[src/rtl/sm83_bus_arbiter.sv]
// SM83 machine-cycle phase generator and per-M-cycle arbiter between the CPU core
// and the OAM DMA engine for the shared external bus; the CPU keeps the high page.
module sm83_bus_arbiter #(
  parameter int unsigned          ADR_WIDTH = 16,
  parameter int unsigned          WORD_SIZE = 8,
  parameter logic [ADR_WIDTH-1:0] HIGH_BASE = ADR_WIDTH'(16'hFF80),
  parameter logic [WORD_SIZE-1:0] OPEN_BUS  = WORD_SIZE'(8'hFF)
) (
  input  logic                 clk,
  input  logic                 reset,
  output logic                 o_t1,
  output logic                 o_t2,
  output logic                 o_t3,
  output logic                 o_t4,
  input  logic                 i_cpu_mread,
  input  logic                 i_cpu_mwrite,
  input  logic [ADR_WIDTH-1:0] i_cpu_addr,
  input  logic [WORD_SIZE-1:0] i_cpu_wdata,
  output logic [WORD_SIZE-1:0] o_cpu_rdata,
  output logic                 o_cpu_rvalid,
  output logic                 o_cpu_blocked,
  input  logic                 i_dma_req,
  input  logic [ADR_WIDTH-1:0] i_dma_addr,
  output logic [WORD_SIZE-1:0] o_dma_rdata,
  output logic                 o_dma_rvalid,
  output logic                 o_bus_mread,
  output logic                 o_bus_mwrite,
  output logic [ADR_WIDTH-1:0] o_bus_aout,
  output logic [WORD_SIZE-1:0] o_bus_dout,
  input  logic [WORD_SIZE-1:0] i_bus_din,
  output logic                 o_int_rd,
  output logic                 o_int_wr,
  output logic [ADR_WIDTH-1:0] o_int_addr,
  output logic [WORD_SIZE-1:0] o_int_dout,
  input  logic [WORD_SIZE-1:0] i_int_din
);

  localparam logic [ADR_WIDTH-1:0] LOW_BYTE_MASK = ADR_WIDTH'(8'hFF);

  typedef enum logic [1:0] {
    PH_T1 = 2'd0,
    PH_T2 = 2'd1,
    PH_T3 = 2'd2,
    PH_T4 = 2'd3
  } phase_t;

  typedef enum logic [2:0] {
    OWN_IDLE       = 3'd0,
    OWN_CPU_EXT_RD = 3'd1,
    OWN_CPU_EXT_WR = 3'd2,
    OWN_CPU_INT_RD = 3'd3,
    OWN_CPU_INT_WR = 3'd4,
    OWN_DMA_RD     = 3'd5
  } owner_t;

  phase_t r_phase;
  owner_t r_owner;
  owner_t w_owner_nxt;
  logic   r_dma_rd;
  logic   w_dma_rd_nxt;
  logic   r_blocked;
  logic   w_blocked_nxt;
  logic   r_blk_rd;
  logic   w_blk_rd_nxt;

  logic [ADR_WIDTH-1:0] r_bus_aout;
  logic [ADR_WIDTH-1:0] w_bus_aout_nxt;
  logic [WORD_SIZE-1:0] r_bus_dout;
  logic [WORD_SIZE-1:0] w_bus_dout_nxt;
  logic [ADR_WIDTH-1:0] r_int_addr;
  logic [ADR_WIDTH-1:0] w_int_addr_nxt;
  logic [WORD_SIZE-1:0] r_int_dout;
  logic [WORD_SIZE-1:0] w_int_dout_nxt;
  logic [WORD_SIZE-1:0] r_cpu_rdata;
  logic [WORD_SIZE-1:0] w_cpu_rdata;
  logic [WORD_SIZE-1:0] r_dma_rdata;
  logic [WORD_SIZE-1:0] w_dma_rdata;

  logic w_act;
  logic w_cpu_wr;
  logic w_cpu_rd;
  logic w_cpu_req;
  logic w_cpu_hi;
  logic w_cpu_rvalid;
  logic w_dma_rvalid;
  logic w_bus_mread;
  logic w_bus_mwrite;
  logic w_int_rd;
  logic w_int_wr;

  // Phase counter: parks on T4 in reset so the first free-running cycle is T1.
  always_ff @(posedge clk) begin
    if (reset) begin
      r_phase <= PH_T4;
    end else begin
      r_phase <= phase_t'(r_phase + 2'd1);
    end
  end

  assign o_t1 = !reset && (r_phase == PH_T1);
  assign o_t2 = !reset && (r_phase == PH_T2);
  assign o_t3 = !reset && (r_phase == PH_T3);
  assign o_t4 = reset || (r_phase == PH_T4);

  // Decision/return slot; requests are ignored while reset is held.
  assign w_act     = !reset && (r_phase == PH_T4);
  assign w_cpu_wr  = i_cpu_mwrite;
  assign w_cpu_rd  = i_cpu_mread && !i_cpu_mwrite;
  assign w_cpu_req = w_cpu_wr || w_cpu_rd;
  assign w_cpu_hi  = (i_cpu_addr >= HIGH_BASE);

  // Owner/flag state register.
  always_ff @(posedge clk) begin
    if (reset) begin
      r_owner   <= OWN_IDLE;
      r_dma_rd  <= 1'b0;
      r_blocked <= 1'b0;
      r_blk_rd  <= 1'b0;
    end else begin
      r_owner   <= w_owner_nxt;
      r_dma_rd  <= w_dma_rd_nxt;
      r_blocked <= w_blocked_nxt;
      r_blk_rd  <= w_blk_rd_nxt;
    end
  end

  // Port address/data latches and held read data.
  always_ff @(posedge clk) begin
    if (reset) begin
      r_bus_aout  <= '0;
      r_bus_dout  <= '0;
      r_int_addr  <= '0;
      r_int_dout  <= '0;
      r_cpu_rdata <= OPEN_BUS;
      r_dma_rdata <= '0;
    end else begin
      r_bus_aout  <= w_bus_aout_nxt;
      r_bus_dout  <= w_bus_dout_nxt;
      r_int_addr  <= w_int_addr_nxt;
      r_int_dout  <= w_int_dout_nxt;
      r_cpu_rdata <= w_cpu_rdata;
      r_dma_rdata <= w_dma_rdata;
    end
  end

  // At T4: return for the finishing M-cycle (old owner) and grant for the next one.
  always_comb begin
    w_owner_nxt    = r_owner;
    w_dma_rd_nxt   = r_dma_rd;
    w_blocked_nxt  = r_blocked;
    w_blk_rd_nxt   = r_blk_rd;
    w_bus_aout_nxt = r_bus_aout;
    w_bus_dout_nxt = r_bus_dout;
    w_int_addr_nxt = r_int_addr;
    w_int_dout_nxt = r_int_dout;
    w_cpu_rvalid   = 1'b0;
    w_cpu_rdata    = r_cpu_rdata;
    w_dma_rvalid   = 1'b0;
    w_dma_rdata    = r_dma_rdata;
    w_bus_mread    = 1'b0;
    w_bus_mwrite   = 1'b0;
    w_int_rd       = 1'b0;
    w_int_wr       = 1'b0;

    if (w_act) begin
      case (r_owner)
        OWN_CPU_EXT_RD: begin
          w_cpu_rvalid = 1'b1;
          w_cpu_rdata  = i_bus_din;
        end
        OWN_CPU_INT_RD: begin
          w_cpu_rvalid = 1'b1;
          w_cpu_rdata  = i_int_din;
        end
        default: ;
      endcase
      if (r_blk_rd) begin
        w_cpu_rvalid = 1'b1;
        w_cpu_rdata  = OPEN_BUS;
      end
      if (r_dma_rd) begin
        w_dma_rvalid = 1'b1;
        w_dma_rdata  = i_bus_din;
      end

      w_owner_nxt   = OWN_IDLE;
      w_dma_rd_nxt  = 1'b0;
      w_blocked_nxt = 1'b0;
      w_blk_rd_nxt  = 1'b0;

      if (w_cpu_req && w_cpu_hi) begin
        w_int_rd       = w_cpu_rd;
        w_int_wr       = w_cpu_wr;
        w_int_addr_nxt = i_cpu_addr;
        w_owner_nxt    = w_cpu_wr ? OWN_CPU_INT_WR : OWN_CPU_INT_RD;
        if (w_cpu_wr) begin
          w_int_dout_nxt = i_cpu_wdata;
        end
      end

      if (i_dma_req) begin
        w_bus_mread    = 1'b1;
        w_bus_aout_nxt = i_dma_addr;
        w_dma_rd_nxt   = 1'b1;
        if (!(w_cpu_req && w_cpu_hi)) begin
          w_owner_nxt = OWN_DMA_RD;
        end
        if (w_cpu_req && !w_cpu_hi) begin
          w_blocked_nxt = 1'b1;
          w_blk_rd_nxt  = w_cpu_rd;
        end
      end else if (w_cpu_req && !w_cpu_hi) begin
        w_bus_mread    = w_cpu_rd;
        w_bus_mwrite   = w_cpu_wr;
        w_bus_aout_nxt = i_cpu_addr;
        w_owner_nxt    = w_cpu_wr ? OWN_CPU_EXT_WR : OWN_CPU_EXT_RD;
        if (w_cpu_wr) begin
          w_bus_dout_nxt = i_cpu_wdata;
        end
      end else begin
        w_bus_aout_nxt = r_bus_aout & LOW_BYTE_MASK;
      end
    end
  end

  assign o_cpu_rdata   = w_cpu_rdata;
  assign o_cpu_rvalid  = w_cpu_rvalid;
  assign o_cpu_blocked = r_blocked;
  assign o_dma_rdata   = w_dma_rdata;
  assign o_dma_rvalid  = w_dma_rvalid;
  assign o_bus_mread   = w_bus_mread;
  assign o_bus_mwrite  = w_bus_mwrite;
  assign o_bus_aout    = r_bus_aout;
  assign o_bus_dout    = r_bus_dout;
  assign o_int_rd      = w_int_rd;
  assign o_int_wr      = w_int_wr;
  assign o_int_addr    = r_int_addr;
  assign o_int_dout    = r_int_dout;

endmodule

[config.mk]
export PLATFORM = sky130hd
export DESIGN_NAME = sm83_bus_arbiter
export DESIGN_NICKNAME = d
export VERILOG_FILES = /design/src/rtl/sm83_bus_arbiter.sv
export SDC_FILE = /design/constraint.sdc
export NUM_CORES = 1
export LEC_CHECK = 0
export CELL_PAD_IN_SITES_DETAIL_PLACEMENT = 1
export CELL_PAD_IN_SITES_GLOBAL_PLACEMENT = 1
export CORE_UTILIZATION = 33
export DETAILED_ROUTE_END_ITERATION = 7
export PLACE_DENSITY = 0.93
export SYNTH_ARGS = -nofsm -noshare
export SYNTH_HDL_FRONTEND = slang
export SYNTH_SLANG_ARGS = --single-unit
[constraint.sdc]
create_clock -name clk -period 3.3 [get_ports clk]
set_clock_uncertainty 0.05 [all_clocks]
set_input_delay 0.825 -clock clk [delete_from_list [all_inputs] [get_ports clk]]
set_output_delay 0.825 -clock clk [all_outputs]
set_load 0.05 [all_outputs]
=== Word-level counts from Yosys, hierarchy flattened ===
Cells that the tools add are included.

* Add/sub/neg operators: 1
* $lt $le $gt $ge: 1
* Eq/ne operators: 5
* Multiplexer cells: 32
* Bitwise operators: 1
* Reductions and logical operators: 19

{| class="wikitable"
|+ Operators with widths
! kind !! count
|-
| 2-to-1 mux 16 bit || 2
|-
| 2-to-1 mux 8 bit || 4
|-
| 2-to-1 mux 1 bit || 19
|-
| >= comparator 16 bit, second input constant || 1
|-
| case mux 8 bit (2 select lines) || 1
|-
| 2-to-1 mux 3 bit || 5
|-
| logical AND 1 bit || 7
|-
| equality test 2 bit, second input constant || 2
|-
| AND reduction 2 bit || 2
|-
| AND reduction 4 bit || 1
|-
| equality test 3 x 1 -> 1 bit, second input constant || 1
|-
| equality test 3 x 2 -> 1 bit, second input constant || 1
|-
| zero test 1 bit || 3
|-
| AND reduction 3 bit || 1
|-
| adder 2 x 1 -> 2 bit, second input constant || 1
|-
| equality test 2 x 1 -> 1 bit, second input constant || 1
|-
| zero test 2 bit || 1
|-
| logical OR 1 bit || 2
|-
| 2-to-1 mux 2 bit || 1
|-
| nonzero test 2 bit || 1
|-
| OR reduction 2 bit || 1
|-
| inverter 1 bit || 1
|}

* Register bits: 72
* Bits of input ports: 61
* Output and inout port bits: 75
* Word-level logic and storage cells: 71

=== Longest topological paths before layout ===
Gate-level depths: netlist of the first run.

* Depth after elaboration: 7
* Gate-level depth with buffers: 7
* Depth with buffers taken out: 5

=== Worst setup path before layout of the first run ===
No wires, ideal clock.

* Kind: input port to output port
* Start point: in i_cpu_addr[8]
* End point: out o_bus_mread
* Arrival: 2.152 ns
* Required time: 2.425 ns
* Setup slack: 0.273 ns
* Cell stages on the path: 5
* Buffers on the path: 2
* Cells stage by stage: nand3_1 -> nor3_2 -> buf_4 -> buf_4 -> o21ai_1

* Cells in the longest elaborated chain, start to end: 6

{| class="wikitable"
|+ RTL lines
! element !! RTL line !! source
|-
| start, declared || 17 || <nowiki>input logic [ADR_WIDTH-1:0] i_cpu_addr,</nowiki>
|-
| >= comparator 16 bit || 110 || <nowiki>assign w_cpu_hi = (i_cpu_addr >= HIGH_BASE);</nowiki>
|-
| zero test 1 bit || 212 || <nowiki>end else if (w_cpu_req && !w_cpu_hi) begin</nowiki>
|-
| logical AND 1 bit || 212 ||
|-
| 2-to-1 mux 1 bit || 212 ||
|-
| 2-to-1 mux 1 bit || 201 || <nowiki>if (i_dma_req) begin</nowiki>
|-
| 2-to-1 mux 1 bit || 165 || <nowiki>if (w_act) begin</nowiki>
|-
| end, declared || 26 || <nowiki>output logic o_bus_mread,</nowiki>
|}

No other way between the ends.

=== Worst setup path after layout of the first run ===
* Start point: in i_cpu_addr[13]
* End point: out o_int_rd

* Cells in the longest elaborated chain, start to end: 4

{| class="wikitable"
|+ RTL lines
! element !! RTL line !! source
|-
| >= comparator 16 bit || 110 ||
|-
| logical AND 1 bit || 191 || <nowiki>if (w_cpu_req && w_cpu_hi) begin</nowiki>
|-
| 2-to-1 mux 1 bit || 191 ||
|-
| 2-to-1 mux 1 bit || 165 ||
|-
| end, declared || 31 || <nowiki>output logic o_int_rd,</nowiki>
|}

No other way between the ends.

==> results of run 1 <==
[layer usage]
metal	global-route usage, %	wire, microns
met1	22.57	3946
met5	0	0
met4	8.037	251
met2	41.93	5480
met3	5.816	667
[logic make-up after synthesis]
| group | Yosys count | share of synthesized area, % |
|---|---|---|
| AND/OR/NAND/NOR | 94 | 16.80 |
| buffers and inverters | 28 | 4.637 |
| multiplexers | 24 | 8.136 |
| AO/OA/AOI/OAI | 94 | 21.93 |
| flip-flops | 72 | 46.87 |
| adder cells (fa/ha/maj) | 4 | 1.627 |
[final timing paths]
kind | from | to | slack, ps | depth (start not counted)
worst min-delay path | r_phase[0]$_SDFF_PP1_ | r_phase[0]$_SDFF_PP1_ | 400 | 1
worst max-delay path | i_cpu_addr[13] | o_int_rd | 160 | 5
worst min register to register | r_phase[0]$_SDFF_PP1_ | r_phase[0]$_SDFF_PP1_ | 400 | 1
worst max register to register | r_phase[0]$_SDFF_PP1_ | o_bus_aout[0]$_SDFFE_PP0P_ | 1070 | 6
[cells in the final DEF (no fill, tap or decap), drive strengths merged, types with 6 or more instances in the layout]
cell / count
clkdlybuf4s50: 108
dfxtp: 72
buf: 40
nor2: 30
o21ai: 18
a21oi: 17
mux2i: 16
nand2: 15
nor2b: 13
or2: 10
nand2b: 9
a21o: 9
clkbuf: 9
a2bb2oi: 8
o22a: 8
nand3: 8
a22oi: 8
a22o: 8
mux2: 8
a221oi: 7
inv: 6
[registers in the layout, indices dropped and copies added, names as in the netlist]
register and flops:
o_bus_aout 16, o_int_addr 16, o_bus_dout 8, o_int_dout 8
r_cpu_rdata 8, r_dma_rdata 8, r_owner 3, r_phase 2
o_cpu_blocked 1, r_blk_rd 1, r_dma_rd 1
[per-stage QoR]
step	total power [mW]	area, sq um	cells
after CTS	2.231	4822	565
after floorplan	1.280	3075	316
after global routing	2.306	4822	565
after global placement	1.536	4637	550
final	2.207	4822	565
after detailed placement	1.553	4637	550
[power groups by stage]
stage | sequential, mW | clock, mW | combinational (mW)
finish | 0.938 | 0.675 | 0.595
global route | 0.943 | 0.737 | 0.626
CTS | 0.938 | 0.694 | 0.599
detailed placement | 0.958 | 0 | 0.595
global placement | 0.955 | 0 | 0.581
floorplan | 1.03 | 0 | 0.251
[cell type report]
cell class / count / area share [%]
Sequential cell: 72 / 29.89
Clock inverter: 6 / 1.271
Timing Repair Buffer: 148 / 31.97
Inverter: 6 / 0.4670
Multi-Input combinational cell: 216 / 31.03
Clock buffer: 9 / 2.569
Tap cell: 108 / 2.802
==> out/qor.csv, run 1 <==
metric,value,unit
p_leak,1.998,nW
htreeDepth,3,
grt_pass1_wl,16.54,mm
tightest_slew,729.8,ps
drive_gt1_share,15.32,%
fmax,0.3184,GHz
pin_count,136,
postSynthCellCount,316,
required,2420,ps
synth.avg_cell_area,9.732,sq um
endpoint_kind,primary output,
synth_top_area_share,46.87,%
fp.dieW,98.54,microns
fillCellCount,980,
synth_common_cells,"72 x dfxtp_1, 28 x nor2_1, 17 x a21oi_1",
clk_latency,330,ps
grt_max_degree,39,
post-place-ws,168.5,ps
worst_slack,158.8,ps
clock_tree.buffer_depth,2,
async_reset_ff_share,0,%
crit_buf_inv,2,
relSlewSlack,51.29,%
synth.yosys.seq_area_share,46.87,%
violations,design-rule violations,
crit_type,in -> out,
gp_congestion,0.7193,
post-cts-setup-buffers,0,
syn_nets,381,
maxCapViolCount,0,
crit_slowest_cell,clkdlybuf4s50_1,
grt-ovfl-total,0,
grt_usage,21.82,%
final_core_util,54.24,%
cp_top_family,simple AND/OR/NAND/NOR gates,
rsz0062_at_grt,no,
drt_iter0_drc,141,
max_stage_delay,520,ps
pwr-share-seq,42.5,%
post_drt_wl_per_cell,18.31,microns
synthesis.area,3075,sq um
crit_fanout,2,
root_buffer,clkbuf_8,
finalCritPeriodShare,95.19,%
whs,400.9,ps
ys.flop_type,dfxtp_1,
grt_antenna_before_repair,0,
combPwrFrac,26.9,%
ys_types,47,
hold_buffers,0,
ir_worst_vdd,0.0002415,V
area_delta_synth_final,56.79,%
cts_num_sinks,72,
clk_pin_slew_worst_paths,80,ps
yosysWarnings,0,
cts_tree,yes,
drc,6,
yosysMostFrequentCell,dfxtp_1,
io_buffers,135,
dieArea,9709,sq um
drt_wl_total,10.35,mm
dr.pass1.iters,6,
hp-class,reg -> reg,
num_vias,2910,
setup_viol,0,
path_cells,clkdlybuf4s50_1 > nand4_2 > or3_1 > nor2_2 > buf_12,
ff_latch_area,1441,sq um
layout_min_cycle_time,3141,ps
outcome,finished with violations,
critPathLaunchType,input pin,
start_util,34.59,%
drv_slew,0,
power.switching,0.6931,mW
multi_input_area,1496,sq um
powerDensity,457.7,nW/um^2
synth_area_leaders,"dfxtp_1 47%, mux2i_1 5.2%, nor2_1 3.4%, a21oi_1 2.8%, nor2b_1 2.6%",
setup_tns,0,ps
ys_ff_latch,72,
drtAntennaViolNets,0,
dp_hpwl,7.705,mm
pwr-share-clk,30.6,%
arrival,2270,ps
yosys.area.top_type,dfxtp_1,
hold_viol,0,
cts_buffers,9,
switching_share,31.40,%
synth_edf_count,0,
detail_route.vias_per_cell,5.150,
fin_nets,518,
cts-resized-gates,0,
grt_pass1_vias,3277,
diodes,0,
rows,34,
p_int,1.514,mW
dieHeight,98.54,microns
core,8891,sq um
(Power assumes the default switching activity.)
==> run 2: changes to the inputs <==
--- a/config.mk
+++ b/config.mk
@@ -7,9 +7,10 @@
 export LEC_CHECK = 0
 export CELL_PAD_IN_SITES_DETAIL_PLACEMENT = 1
 export CELL_PAD_IN_SITES_GLOBAL_PLACEMENT = 1
-export CORE_UTILIZATION = 33
+export CORE_UTILIZATION = 34
+export CTS_BUF_LIST = sky130_fd_sc_hd__clkbuf_2
 export DETAILED_ROUTE_END_ITERATION = 7
-export PLACE_DENSITY = 0.93
+export PLACE_DENSITY = 0.95
 export SYNTH_ARGS = -nofsm -noshare
 export SYNTH_HDL_FRONTEND = slang
 export SYNTH_SLANG_ARGS = --single-unit
==> out/qor.csv, run 2 (synthesis gave the netlist of run 1 again) <==
metric,value,unit
outcome,"finished, final reports clean",
finalCritPeriodShare,95.73,%
hold_buffers,0,
required,2420,ps
tightest_slew,732.2,ps
hp-class,reg -> reg,
r2r-end,o_bus_aout[13]$_SDFFE_PP0P_,
arrival,2280,ps
grt_usage,21.81,%
grt_pass1_wl,16.32,mm
post-cts-setup-buffers,0,
layout_common_cells,"108 x clkdlybuf4s50_1, 72 x dfxtp_1, 28 x nor2_1",
maxCapViolCount,0,
report.power.total,2.061,mW
cts_tree,yes,
start_util,35.27,%
grt-ovfl-total,0,
r2r_cells,6,
dp_cells,550,
drive_gt1_share,15.50,%
core,8721,sq um
setup_tns,0,ps
drt_iter0_drc,99,
cts_buffers,9,
cts_num_sinks,72,
relSlewSlack,51.13,%
endpoint,o_int_rd,
dr_wl_met2,5.258,mm
final_common_cell,clkdlybuf4s50_1,
fin_nets,518,
gp_congestion,0.7605,
startpoint,i_cpu_addr[14],
crit_buf_inv,2,
endpoint_kind,primary output,
fin_cells,567,
area_delta_synth_final,55.49,%
cts-resized-gates,0,
detail_route.vias_per_cell,5.203,
pin_count,136,
crit_type,in -> out,
critPathLaunchType,input pin,
clock_tree.buffer_depth,2,
cp_top_family,simple AND/OR/NAND/NOR gates,
path_cells,clkdlybuf4s50_1 > nand4_2 > or3_1 > nor2_2 > buf_12,
fmax,0.3166,GHz
path_depth,5,
drtAntennaViolNets,0,
p_leak,1.976,nW
drt-met1-wl,3.884,mm
r2r_slack,1230,ps
dr.pass1.iters,4,
dieArea,9429,sq um
io_buffers,135,
grt_max_degree,38,
htreeDepth,3,
crit_slowest_cell,clkdlybuf4s50_1,
layout_min_cycle_time,3159,ps
fillCellCount,981,
highest_layer,met4,
setup_viol,0,
fp.dieW,97.11,microns
drv_slew,0,
drt_wl_total,9.978,mm
met3_wirelength,602,microns
hold_viol,0,
grt_pass1_vias,3293,
clk_pin_slew_worst_paths,200,ps
root_buffer,clkbuf_2,
post_drt_wl_per_cell,17.60,microns
rsz0062_at_grt,no,
drc,0,
grt_antenna_before_repair,1,
dp_hpwl,7.661,mm
num_vias,2950,
clk_latency,530,ps
ir_worst_vdd,0.0001950,V
crit_fanout,2,
rows,34,
max_stage_delay,510,ps
reg2reg_from,r_phase[0]$_SDFF_PP1_,
dieHeight,97.11,microns
final_core_util,54.84,%
powerDensity,430.9,nW/um^2
-- run 2: cell type report --
cell class	instances	area [sq um]	area share, %
clock buffer	10	50.05	1.047
antenna	1	2.502	0.05233
clock inverter	6	67.56	1.413
multi-input combinational	216	1496	31.29
tap	108	135.1	2.826
sequential	72	1441	30.14
inverter	6	22.52	0.4710
timing repair buffer	148	1567	32.76
-- run 2: worst min path at each step --
| stage | from | to | cells after the start |
|---|---|---|---|
| 2_1_floorplan | r_phase[0]$_SDFF_PP1_ | r_phase[0]$_SDFF_PP1_ | 1 |
| 3_3_place_gp | r_phase[0]$_SDFF_PP1_ | r_phase[0]$_SDFF_PP1_ | 1 |
| 3_5_place_dp | r_phase[0]$_SDFF_PP1_ | r_phase[0]$_SDFF_PP1_ | 1 |
| 4_1_cts | r_phase[0]$_SDFF_PP1_ | r_phase[0]$_SDFF_PP1_ | 1 |
| 5_1_grt | r_phase[0]$_SDFF_PP1_ | r_phase[0]$_SDFF_PP1_ | 1 |
| 6_report | r_phase[0]$_SDFF_PP1_ | r_phase[0]$_SDFF_PP1_ | 1 |
-- run 2: power breakdown --
group          total [mW]  internal (mW)  switching, mW
clock network       0.525          0.182          0.343
logic               0.596          0.265          0.331
registers           0.940          0.913         0.0270
-- run 2: per-layer routing --
| metal | track usage (%) | vias to the layer above |
|---|---|---|
| li1 | - | 1401 |
| met1 | 22.68 | 1434 |
| met2 | 40.85 | 97 |
| met3 | 6.115 | 18 |
| met4 | 8.840 | 0 |
| met5 | 0 | - |
-- run 2: per-stage QoR --
stage	hold WS (ps)	instance area, sq um	worst slack (ps)
floorplan	353.9	3075	273.4
global placement	369.3	4662	198.7
detailed placement	386.4	4662	164.3
CTS	428.7	4780	113.7
global route	462.4	4780	7.441
finish	426.5	4782	141.1
